===== config.mk =====
export PLATFORM = sky130hd
export DESIGN_NAME = thread_lsu
export DESIGN_NICKNAME = d
export VERILOG_FILES = /design/src/rtl/gpu_pkg.sv /design/src/rtl/thread_lsu.sv
export SDC_FILE = /design/constraint.sdc
export NUM_CORES = 1
export LEC_CHECK = 0
export CAP_MARGIN = 10
export CORE_MARGIN = 2
export CORE_UTILIZATION = 60
export CTS_CLUSTER_DIAMETER = 40
export DETAILED_ROUTE_END_ITERATION = 12
export DONT_BUFFER_PORTS = 1
export PLACE_DENSITY = 0.73
export SLEW_MARGIN = 10
export SYNTH_ARGS = -nofsm -noshare
export SYNTH_HDL_FRONTEND = slang
export SYNTH_SLANG_ARGS = --single-unit
export TNS_END_PERCENT = 10

===== constraint.sdc =====
create_clock -name clk -period 1.8 [get_ports clk]
set_input_delay 0.36 -clock clk [delete_from_list [all_inputs] [get_ports clk]]
set_output_delay 0.36 -clock clk [all_outputs]
set_load 0.02 [all_outputs]

===== src/rtl/gpu_pkg.sv =====
// rtl/gpu_pkg.sv - shared core-phase encodings, LSU state type and width defaults
package gpu_pkg;

  localparam int DEFAULT_DATA_BITS = 8;
  localparam int DEFAULT_ADDR_BITS = 8;

  // Core phase encodings driven by the scheduler
  localparam logic [2:0] CORE_IDLE    = 3'b000;
  localparam logic [2:0] CORE_FETCH   = 3'b001;
  localparam logic [2:0] CORE_DECODE  = 3'b010;
  localparam logic [2:0] CORE_REQUEST = 3'b011;
  localparam logic [2:0] CORE_WAIT    = 3'b100;
  localparam logic [2:0] CORE_EXECUTE = 3'b101;
  localparam logic [2:0] CORE_UPDATE  = 3'b110;
  localparam logic [2:0] CORE_DONE    = 3'b111;

  typedef enum logic [1:0] {
    LSU_IDLE       = 2'd0,
    LSU_REQUESTING = 2'd1,
    LSU_WAITING    = 2'd2,
    LSU_DONE       = 2'd3
  } lsu_state_t;

endpackage


===== src/rtl/thread_lsu.sv =====
// rtl/thread_lsu.sv - per-thread load/store unit; optional predicate skip under THREAD_LSU_PREDICATE_EN
module thread_lsu
  import gpu_pkg::*;
#(
  parameter int DATA_BITS = DEFAULT_DATA_BITS,
  parameter int ADDR_BITS = DEFAULT_ADDR_BITS
) (
  input  logic                 clk,
  input  logic                 reset,
  input  logic                 enable,
  input  logic [2:0]           core_state,
  input  logic                 decoded_mem_read_enable,
  input  logic                 decoded_mem_write_enable,
  input  logic                 decoded_predicate_on,
  input  logic                 decoded_always_execute,
  input  logic                 predicate,
  input  logic [DATA_BITS-1:0] rs,
  input  logic [DATA_BITS-1:0] rt,
  output logic                 mem_read_valid,
  output logic [ADDR_BITS-1:0] mem_read_address,
  input  logic                 mem_read_ready,
  input  logic [DATA_BITS-1:0] mem_read_data,
  output logic                 mem_write_valid,
  output logic [ADDR_BITS-1:0] mem_write_address,
  output logic [DATA_BITS-1:0] mem_write_data,
  input  logic                 mem_write_ready,
  output logic [1:0]           lsu_state,
  output logic [DATA_BITS-1:0] lsu_out
);

  lsu_state_t           state, state_d;
  logic                 read_valid_d, write_valid_d;
  logic [ADDR_BITS-1:0] read_addr_d, write_addr_d;
  logic [DATA_BITS-1:0] write_data_d, lsu_out_d;
  logic                 is_mem_op;
  logic                 skip;

  assign is_mem_op = decoded_mem_read_enable | decoded_mem_write_enable;
  assign lsu_state = state;

`ifdef THREAD_LSU_PREDICATE_EN
  // A predicated-off instruction completes without touching memory
  assign skip = decoded_predicate_on & ~decoded_always_execute & ~predicate;
`else
  logic unused_predicate_inputs;
  assign unused_predicate_inputs = decoded_predicate_on ^ decoded_always_execute ^ predicate;
  assign skip = 1'b0;
`endif

  // Next-state and next-output logic; everything holds while the thread is disabled
  always_comb begin
    state_d       = state;
    read_valid_d  = mem_read_valid;
    read_addr_d   = mem_read_address;
    write_valid_d = mem_write_valid;
    write_addr_d  = mem_write_address;
    write_data_d  = mem_write_data;
    lsu_out_d     = lsu_out;
    if (enable) begin
      case (state)
        LSU_IDLE: begin
          if (core_state == CORE_REQUEST && is_mem_op) begin
            state_d = skip ? LSU_DONE : LSU_REQUESTING;
          end
        end
        LSU_REQUESTING: begin
          // Read wins when the decoder flags both
          if (decoded_mem_read_enable) begin
            state_d      = LSU_WAITING;
            read_valid_d = 1'b1;
            read_addr_d  = rs[ADDR_BITS-1:0];
          end else if (decoded_mem_write_enable) begin
            state_d       = LSU_WAITING;
            write_valid_d = 1'b1;
            write_addr_d  = rs[ADDR_BITS-1:0];
            write_data_d  = rt;
          end else begin
            state_d = LSU_DONE;
          end
        end
        LSU_WAITING: begin
          // Only the ready matching the raised valid completes; UPDATE here does not abort
          if (mem_read_valid && mem_read_ready) begin
            state_d      = LSU_DONE;
            read_valid_d = 1'b0;
            lsu_out_d    = mem_read_data;
          end else if (mem_write_valid && mem_write_ready) begin
            state_d       = LSU_DONE;
            write_valid_d = 1'b0;
          end
        end
        LSU_DONE: begin
          if (core_state == CORE_UPDATE) begin
            state_d = LSU_IDLE;
          end
        end
        default: state_d = LSU_IDLE;
      endcase
    end
  end

  // State and registered outputs
  always_ff @(posedge clk) begin
    if (reset) begin
      state             <= LSU_IDLE;
      mem_read_valid    <= 1'b0;
      mem_read_address  <= '0;
      mem_write_valid   <= 1'b0;
      mem_write_address <= '0;
      mem_write_data    <= '0;
      lsu_out           <= '0;
    end else begin
      state             <= state_d;
      mem_read_valid    <= read_valid_d;
      mem_read_address  <= read_addr_d;
      mem_write_valid   <= write_valid_d;
      mem_write_address <= write_addr_d;
      mem_write_data    <= write_data_d;
      lsu_out           <= lsu_out_d;
    end
  end

endmodule


==> Implementation_results.wiki <==
{| class="wikitable"
! Metric !! Value
|-
| Status || complete, no violations
|-
| Peak supply drop || about 600 uV
|-
| Wirelength, routed || between 2 and 3 mm
|-
| Num CTS Buffers || 5
|-
| Number of cells on the worst reg-to-reg path || 6
|-
| Part of the power in the clock network || approximately a third
|-
| Yosys top cell by area || sky130_fd_sc_hd__dfxtp_1
|-
| CTS clk-pin slew, worst paths || 0.11 ns
|-
| RR Startpoint || lsu_state[1]
|-
| Adder and majority gate portion of the synthesized area || approximately 5.1%
|-
| Mux cell area share after synthesis || 0%
|-
| Detailed-placement wirelength estimate || around 2.2 mm
|-
| Final cell count without fillers || about 220
|-
| Logic gate share of total power || under 10%
|-
| Most area-consuming cells after synthesis || sky130_fd_sc_hd__dfxtp_1, sky130_fd_sc_hd__nand2_1, sky130_fd_sc_hd__a21oi_1
|-
| Std-Cell Core Area || ~0.0024 sq mm
|-
| Number of instances in the synthesized netlist || around 180
|-
| Compound-gate portion of the synthesized area || between 10% and 20%
|-
| Launch point of the worst hold path || reset
|-
| Summed negative setup slack over all endpoints || 0 ns
|-
| Clk_lat worst skew || around 0.33 ns
|-
| Final weighted congestion in routability-driven placement || between 0.7 and 0.8
|-
| Buffers added on ports || 0
|-
| Final global-route overflow total || 0
|-
| First-pass GRT wire length || approximately 4.4 mm
|-
| Number of clock sinks || 36
|-
| DIE AREA || about 0.0029 sq mm
|-
| Yosys warning count || 0
|-
| Share of layout cells above drive strength 1 || about 9.7%
|-
| Count of distinct cell types in the synthesized netlist || 28
|-
| Synth-to-Final Area Change || 5.48%
|-
| Flop and latch count out of synthesis || 36
|-
| Leakage power of the design || between 0.0005 and 0.0006 uW
|-
| Combinational family with the most area after synthesis || simple AND/OR/NAND/NOR gates
|-
| # DRC || 0
|-
| CTS tree || yes
|-
| Total net switching power || between 300 and 400 uW
|-
| Worst Hold End || lsu_out[6]
|-
| Via Count || between 1,000 and 1,500
|-
| Top library cells by usage in the layout, fill and taps aside || sky130_fd_sc_hd__nand2_1, sky130_fd_sc_hd__a21oi_1, sky130_fd_sc_hd__dfxtp_1
|-
| Clock Skews || 0.00727 ns
|-
| Simple logic cell fraction of the synthesized area || 22.9%
|-
| Width of the die || around 54 um
|-
| Period utilization || around 88%
|-
| Maximum net fanout on the critical path || 16
|-
| Post-synthesis sequential area ratio || between 40% and 50%
|-
| Crit path DAT || 1.85 ns
|-
| Part of the power in registers || 62.9%
|-
| Instance count along the most critical hold path || 1
|-
| Internal Pwr Total || about 990 uW
|-
| Fin. max-slew vios || 0
|-
| Number of antenna violations at the first check in global routing || 0
|-
| First-pass detailed-route iteration total || 4
|-
| Fraction of post-synthesis cell area in the top cell type by area || about half
|-
| Most common cell after layout, fill and taps aside || sky130_fd_sc_hd__nand2_1
|-
| Fin area || around 0.0016 sq mm
|-
| Initial Util || between 60% and 70%
|-
| Worst Setup Start Kind || register
|-
| Slew Limit Headroom || between 60% and 70%
|-
| Buffer levels on the longest clock path || 2
|-
| Average cell area after synthesis || ~8 sq um
|-
| Total of fill cells in the finished design || about 210
|-
| Number of standard-cell rows in the floorplan || 18
|-
| Wire length per cell || approximately 14 um
|-
| Least-Margin Pin Slew || roughly 0.55 ns
|-
| Setup repair after global routing missed its margin || false
|-
| Y dimension of the die || approximately 54 um
|-
| Number of cells after detailed placement || between 200 and 250
|-
| Number of nets in the layout || approximately 230
|-
| Synth Area in XOR/XNOR || 0%
|-
| Power Density || 839 mW/mm^2
|-
| Final Hold Viols || 0
|-
| Required arrival time at the worst endpoint || 2.07 ns
|-
| Max H-tree Level || 2
|-
| First DRT Iteration DRCs || 14
|-
| Nets in the synthesized netlist || between 200 and 250
|-
| Area after detailed placement || ~0.0015 sq mm
|-
| Type of the worst min-delay path || primary input to register
|-
| ANT nets after route || 0
|-
| Largest net degree at the start of global routing || 39
|-
| Switching power as a share of total power || 24.9%
|-
| R2r endpoint || mem_write_address[3]
|-
| CTS root buf || sky130_fd_sc_hd__clkbuf_4
|-
| Count of inserted antenna diode cells || 0
|-
| Via density || between 5 and 6
|-
| Setup-failing EPs final || 0
|-
| Time the final worst path needs with I/O delays and setup || roughly 1.6 ns
|-
| Kind of critical path || register to register
|-
| Area of the mapped netlist || 0.00149 sq mm
|-
| Overall track demand over capacity in global routing || a little over a fifth
|-
| Number of max-capacitance violations reported || 0
|-
| Via count of the first global-routing pass || roughly 1,100
|-
| R2r setup slk || between 0.2 and 0.25 ns
|-
| I/O pins || 73
|-
| Worst setup EP type || register
|-
| Highest clock frequency the design can meet || about 630 MHz
|}
[final cells by class]
class / count / area (sq um) / share of cell area, %
well taps: 30 / 37.5 / 2.40
clock buffers: 5 / 37.5 / 2.40
clock inverters: 3 / 18.8 / 1.20
multi-input cells: 133 / 702 / 44.8
inverters: 5 / 18.8 / 1.20
repair buffers: 4 / 30.0 / 1.92
flip-flops and latches: 36 / 722 / 46.1
[cell usage after synthesis]
library cell               count
sky130_fd_sc_hd__a211oi_1      1
sky130_fd_sc_hd__a21oi_1      35
sky130_fd_sc_hd__a221oi_4      1
sky130_fd_sc_hd__a22oi_1       1
sky130_fd_sc_hd__a311oi_1      3
sky130_fd_sc_hd__a31o_1        1
sky130_fd_sc_hd__a41o_1        1
sky130_fd_sc_hd__and3_1        1
sky130_fd_sc_hd__buf_1         2
sky130_fd_sc_hd__buf_2         2
sky130_fd_sc_hd__buf_4         1
sky130_fd_sc_hd__buf_6         1
sky130_fd_sc_hd__clkbuf_1      2
sky130_fd_sc_hd__dfxtp_1      36
sky130_fd_sc_hd__ha_1          6
sky130_fd_sc_hd__inv_1         5
sky130_fd_sc_hd__nand2_1      68
sky130_fd_sc_hd__nand2b_1      1
sky130_fd_sc_hd__nand3_1       2
sky130_fd_sc_hd__nand3b_4      1
sky130_fd_sc_hd__nand4_1       1
sky130_fd_sc_hd__nor2_1        3
sky130_fd_sc_hd__nor2_2        2
sky130_fd_sc_hd__nor2b_1       1
sky130_fd_sc_hd__o21ai_0       1
sky130_fd_sc_hd__o21bai_1      1
sky130_fd_sc_hd__o31ai_2       1
sky130_fd_sc_hd__or2_1         1
[worst max-delay path, cell delays in order (launching register included)]
cell and delay [ns]:
sky130_fd_sc_hd__dfxtp_1 0.35, sky130_fd_sc_hd__inv_1 0.09, sky130_fd_sc_hd__ha_1 0.25, sky130_fd_sc_hd__nand2_1 0.10
sky130_fd_sc_hd__or2_1 0.46, sky130_fd_sc_hd__nand2_1 0.11, sky130_fd_sc_hd__a21oi_1 0.16
[cell families after synthesis]
family	Yosys count
flip-flops	36
adder cells (fa/ha/maj)	6
buffers and inverters	13
AND/OR/NAND/NOR	81
AO/OA/AOI/OAI	46
[per-stage QoR]
step	hold slack [ns]	power, uW	setup slack [ns]	utilization, %
after floorplan	0.496	906	0.172	-
after global placement	0.432	909	0.217	62.6
after detailed placement	0.434	912	0.180	62.6
after CTS	0.0605	1330	0.163	65.0
after global routing	0.0413	1370	0.0591	65.0
final	0.0721	1310	0.217	65.0
[sequential cells by signal, summed over array words and instances (netlist names)]
| register | cells |
|---|---|
| lsu_out | 8 |
| lsu_state | 2 |
| mem_read_address | 8 |
| mem_read_valid | 1 |
| mem_write_address | 8 |
| mem_write_data | 8 |
| mem_write_valid | 1 |
[repair_timing]
| item | CTS | global route |
|---|---|---|
| hold buffers | 0 | 0 |
| resized for setup | 0 | 1 |
| setup endpoints to repair | 0 | 1 |
| buffers inserted | 0 | 0 |
[power by group through the flow]
stage	clock, uW	combinational [uW]	sequential (uW)
2_1_floorplan	0	59.4	847
3_3_place_gp	0	65.5	844
3_5_place_dp	0	68.0	844
4_1_cts	432	68.4	826
5_1_grt	468	75.8	829
6_report	420	68.0	826
[per-layer routing]
| metal | part of all wire (%) | track usage (%) | vias to the layer above | routed length (um) |
|---|---|---|---|---|
| met5 | 0 | 0 | - | 0 |
| met4 | 1.1 | 9.40 | 0 | 34 |
| met3 | 10 | 11.1 | 7 | 303 |
| met2 | 50 | 37.0 | 53 | 1490 |
| met1 | 39 | 21.8 | 539 | 1160 |
| li1 | - | - | 611 | - |
[how the worst max path moves through the flow]
stage                       from                   end  slack [ns]  depth (start not counted)
floorplan           lsu_state[0]          lsu_state[1]        0.17                          5
global placement    lsu_state[0]          lsu_state[1]        0.22                          5
detailed placement  lsu_state[0]          lsu_state[1]        0.18                          5
CTS                 lsu_state[0]          lsu_state[1]        0.16                          5
global route        lsu_state[1]  mem_write_address[5]        0.06                          6
finish              lsu_state[1]  mem_write_address[3]        0.22                          6
(Power assumes the default switching activity.)
